File: src/rtl/inst_queue.sv
// inst_queue: circular instruction buffer between fetch (multi-lane write) and dispatch (multi-lane read)
module inst_queue #(
   parameter int DEPTH     = 16,
   parameter int IN_WIDTH  = 2,
   parameter int OUT_WIDTH = 2,
   localparam int ADDR     = $clog2(DEPTH),
   localparam int PW       = 65,
   localparam int DW       = $clog2(OUT_WIDTH + 1)
) (
   input  logic                    clock,
   input  logic                    reset,
   input  logic                    squash,
   input  logic [IN_WIDTH*PW-1:0]  if_ib_packet,
   output logic                    in_ready,
   output logic [OUT_WIDTH*PW-1:0] ib_id_packet,
   input  logic [DW-1:0]           dispatch_count,
   output logic [ADDR:0]           count,
   output logic [ADDR:0]           free_slots
);
   // Lane layout: {valid, pc[31:0], inst[31:0]}; entries hold {pc, inst}.
   logic [63:0]     mem [DEPTH];
   logic [ADDR-1:0] head, tail;
   logic [ADDR:0]   wcnt, wr, rcnt, dc;
   logic            run;
   assign free_slots = (ADDR+1)'(DEPTH) - count;
   assign in_ready   = free_slots >= (ADDR+1)'(IN_WIDTH);
   assign wr         = in_ready ? wcnt : '0;
   assign dc         = (ADDR+1)'(dispatch_count);
   assign rcnt       = dc > count ? count : dc;
   // Count leading valid lanes; a hole ends the run so later lanes are ignored.
   always_comb begin
      wcnt = '0;
      run  = 1'b1;
      for (int k = 0; k < IN_WIDTH; k++) begin
         run  = run & if_ib_packet[k*PW+PW-1];
         wcnt = wcnt + (ADDR+1)'(run);
      end
   end
   // Pointers and occupancy; squash wins over any same-cycle read or write.
   always_ff @(posedge clock or negedge reset) begin
      if (!reset) begin
         head  <= '0;
         tail  <= '0;
         count <= '0;
      end else if (squash) begin
         head  <= '0;
         tail  <= '0;
         count <= '0;
      end else begin
         head  <= head + rcnt[ADDR-1:0];
         tail  <= tail + wr[ADDR-1:0];
         count <= count + wr - rcnt;
      end
   end
   // Entry storage is never cleared; only accepted lanes are written.
   always_ff @(posedge clock) begin
      for (int k = 0; k < IN_WIDTH; k++)
         if (!squash && (ADDR+1)'(k) < wr)
            mem[tail + ADDR'(k)] <= if_ib_packet[k*PW +: 64];
   end
   for (genvar k = 0; k < OUT_WIDTH; k++) begin : g_out
      assign ib_id_packet[k*PW +: PW] = {(ADDR+1)'(k) < count, mem[head + ADDR'(k)]};
   end
endmodule

File: config.mk
export PLATFORM = sky130hd
export DESIGN_NAME = inst_queue
export DESIGN_NICKNAME = d
export VERILOG_FILES = /design/src/rtl/inst_queue.sv
export SDC_FILE = /design/constraint.sdc
export NUM_CORES = 2
export LEC_CHECK = 0
export ABC_CLOCK_PERIOD_IN_PS = 8500
export CAP_MARGIN = 20
export CELL_PAD_IN_SITES_DETAIL_PLACEMENT = 0
export CELL_PAD_IN_SITES_GLOBAL_PLACEMENT = 1
export CORE_UTILIZATION = 40
export DETAILED_ROUTE_END_ITERATION = 8
export PLACE_DENSITY_LB_ADDON = 0.1
export SYNTH_ARGS = -nofsm -noshare
export SYNTH_HDL_FRONTEND = slang
export SYNTH_SLANG_ARGS = --single-unit
File: constraint.sdc
create_clock -name clock -period 8.5 [get_ports clock]
set_clock_uncertainty 0.2 [all_clocks]
set_input_delay 1.7 -clock clock [delete_from_list [all_inputs] [get_ports clock]]
set_output_delay 1.7 -clock clock [all_outputs]
set_load 0.02 [all_outputs]
==> results.md <==
- Fill cells: 13000
- Die Width: 394 um
- Iter 0 DRT Violations: 3405
- WP data arrival: 4.84 ns
- Min-Delay Path Depth: 2
- Yosys Warn Count: 0
- Flop2flop setup slack: 3.58 ns
- All-Layer GR Usage: 0.266
- GRT met3 Usage: 0.0472
- Fin nets: 3712
- Post-CTS resize count: 0
- Fin. Hold Viols: 0
- Vias in the first global route: 38200
- Status: completed
- Crit path time final: 6.74 ns
- CP Class: register to primary output
- RSZ-0062 raised after global routing: no
- Buffer depth of the longest clock path: 3
- Netlist Area Pre-Place: 0.0614 sq mm
- Core area: 0.152 sq mm
- I/O pin count: 276
- CTS Hold Bufs: 0
- Period utilisation layout: 0.793
- Type of origin of the critical path: register
- R2R depth: 11
- CTS buffer count: 121
- Leading cell types in the layout, fill and taps excluded: edfxtp_1, mux2_2, mux4_2
- Hold Crit Start: tail[2]
- Worst hold path type: register to register
- Post-synthesis instance total: 3466
- Share of layout cells above drive strength 1: 0.514
- Via density: 6.35
- Met1 GRT Util: 0.360
- Final core utilization: 0.459
- Gpl congestion: 0.780
- Number of port buffers: 275
- Hpwl dp: 112000 um
- Reg clk slew, reported paths: 0.06 ns
- Gr ovfl total: 0
- Clk_lat worst skew: 0.75 ns
- Max-Slew Margin vs Limit: 0.221
- Worst Hold Slack: 0.579 ns
- Post-synthesis sequential area ratio: 0.506
- Post-synth EDFFs: 1024
- Post-synth cell types: 50
- Starting Density: 0.404
- Fin area: 0.0698 sq mm
- Final ANT Viol Nets: 0
- Critical Path RT: 6.60 ns
- Register bit total from synthesis: 1037
- P&R area growth vs syn: 13.6%
- Worst Max-Slew Pin Slew: 1.17 ns
- Area of placed instances: 0.0657 sq mm
- CTS tree: built
- Max-capacitance violation count: 0
- # setup viols final: 0
- Most common cell after layout, fill and taps aside: edfxtp_1
- Async S/R FF share, synth: 0.0125
- Initial antenna violation count: 24
- First-pass GRT wire length: 294000 um
- GR peak layer: met2
- Worst VDD drop: 0.330 mV
- Max Clk Rate: 148 MHz
- Clock Tree Root: clkbuf_16
- Non-filler cells, final: 5694
- Die Area: 0.155 sq mm
- Cell Pwr Density: 314 mW/mm^2
- Worst Setup SP: head[0]
- CP max FO: 47
- Post-CTS Setup Bufs: 0
- Htree depth: 3
- Routed via count: 36100
- Rows: 143
- Top FF cell, synth: edfxtp_1
- Avg Inst Size Synth: 17.7 sq um
- Largest net degree at the start of global routing: 133
- Final TNS setup: 0 ns
- DIE HEIGHT: 394 um
- DRC: 0
- Clk sink count: 1037
- Dpl cells: 5463
- Worst R2R Start: count[1]
- DRT Pass-1 Iters: 7
- Worst Setup End Kind: primary output
- Final Slew Violations: 0
- Wirelength per Cell: 36.6 um
- Pleak: 0.0225 uW
- Syn Nets: 3620
- Final Routed Wirelength: 208000 um
- M2 GR Usage: 0.439
==> cells in the mapped netlist, types with 2 or more instances <==
master	count	share of area
or4_1	2	0.00024
mux2i_1	45	0.0073
buf_12	12	0.0039
nor3_1	13	0.0011
mux2_1	38	0.0070
o21bai_1	2	0.00024
nand2_1	50	0.0031
nand3b_1	2	0.00024
fa_1	4	0.0013
nor3_4	4	0.0011
inv_1	17	0.0010
nor4_2	2	0.00041
or3_1	3	0.00031
ha_1	15	0.0031
or3_2	3	0.00037
a21o_1	3	0.00037
clkbuf_1	208	0.013
xnor2_1	6	0.00086
edfxtp_1	1024	0.50
mux4_2	576	0.21
buf_2	78	0.0064
a211oi_1	64	0.0078
buf_1	57	0.0035
mux2_2	769	0.14
xor2_1	7	0.0010
buf_4	16	0.0020
nand4_1	2	0.00020
a31oi_1	19	0.0019
buf_6	33	0.0061
nand3_1	5	0.00041
nor2_1	16	0.00098
a21oi_1	49	0.0040
o21ai_0	6	0.00049
and2_1	45	0.0046
dfrtp_1	13	0.0053
mux2_4	218	0.053
nor2b_1	26	0.0026
nand4_2	2	0.00041
==> report_power, final <==
group	switching [uW]	leakage, uW	internal [uW]
combinational	5390	0.0111	5190
clock	2220	0.00195	3090
sequential	217	0.00940	5800
total	7820	0.0225	14100
==> cell families after synthesis <==
kind of cell | count (synthesis) | synth area share
buffers and inverters | 423 | 0.0357
xor gates and xnor gates | 13 | 0.00185
adders and majority gates | 19 | 0.00436
DFF | 1037 | 0.506
other | 1 | 0.0000611
AOI/OAI and AO/OA | 145 | 0.0151
and+or+nand+nor | 182 | 0.0170
muxes | 1646 | 0.420
==> cell type report <==
| class | instances | area [sq um] | area share |
|---|---|---|---|
| clock inverters | 68 | 674 | 0.00966 |
| clock buffers | 155 | 3300 | 0.0473 |
| inverters | 18 | 72.6 | 0.00104 |
| well taps | 2030 | 2540 | 0.0364 |
| multi-input cells | 2006 | 28300 | 0.406 |
| flip-flops and latches | 1037 | 31100 | 0.446 |
| diodes | 6 | 15.0 | 0.000215 |
| repair buffers | 374 | 3740 | 0.0536 |
==> metrics by stage <==
stage                     worst slack, ns  total power [uW]
after floorplan                      1.03             13000
after global placement               2.43             16800
after detailed placement             2.45             16800
after CTS                            1.61             22200
after global routing                 1.44             22800
final                                1.76             21900
==> per-layer routing <==
layer | vias to the layer above | share of wire
met5 | - | 0.00092
met4 | 28 | 0.025
met3 | 314 | 0.071
met2 | 1538 | 0.49
met1 | 19700 | 0.42
li1 | 14600 | -
==> critical path, cell delays in order (launching register included) <==
cell and delay, ns:
dfrtp_4 0.99, buf_4 0.64, buf_4 0.66, mux4_2 0.57, and2_1 0.17, a211oi_1 0.24
a21oi_1 0.12, clkdlybuf4s50_1 0.61
==> path summary, 6_finish.rpt <==
kind | to
min in group asynchronous | count[2]
worst max-delay path | ib_id_packet[13]
max in group asynchronous | head[2]
worst max register to register | mem[10][41]
worst min register to register | tail[2]
worst min-delay path | tail[2]
==> state kept, by name, indices dropped and copies added (netlist names) <==
register  cells
count         5
head          4
mem        1024
tail          4
No activity file was read; power rests on OpenSTA's default activity.
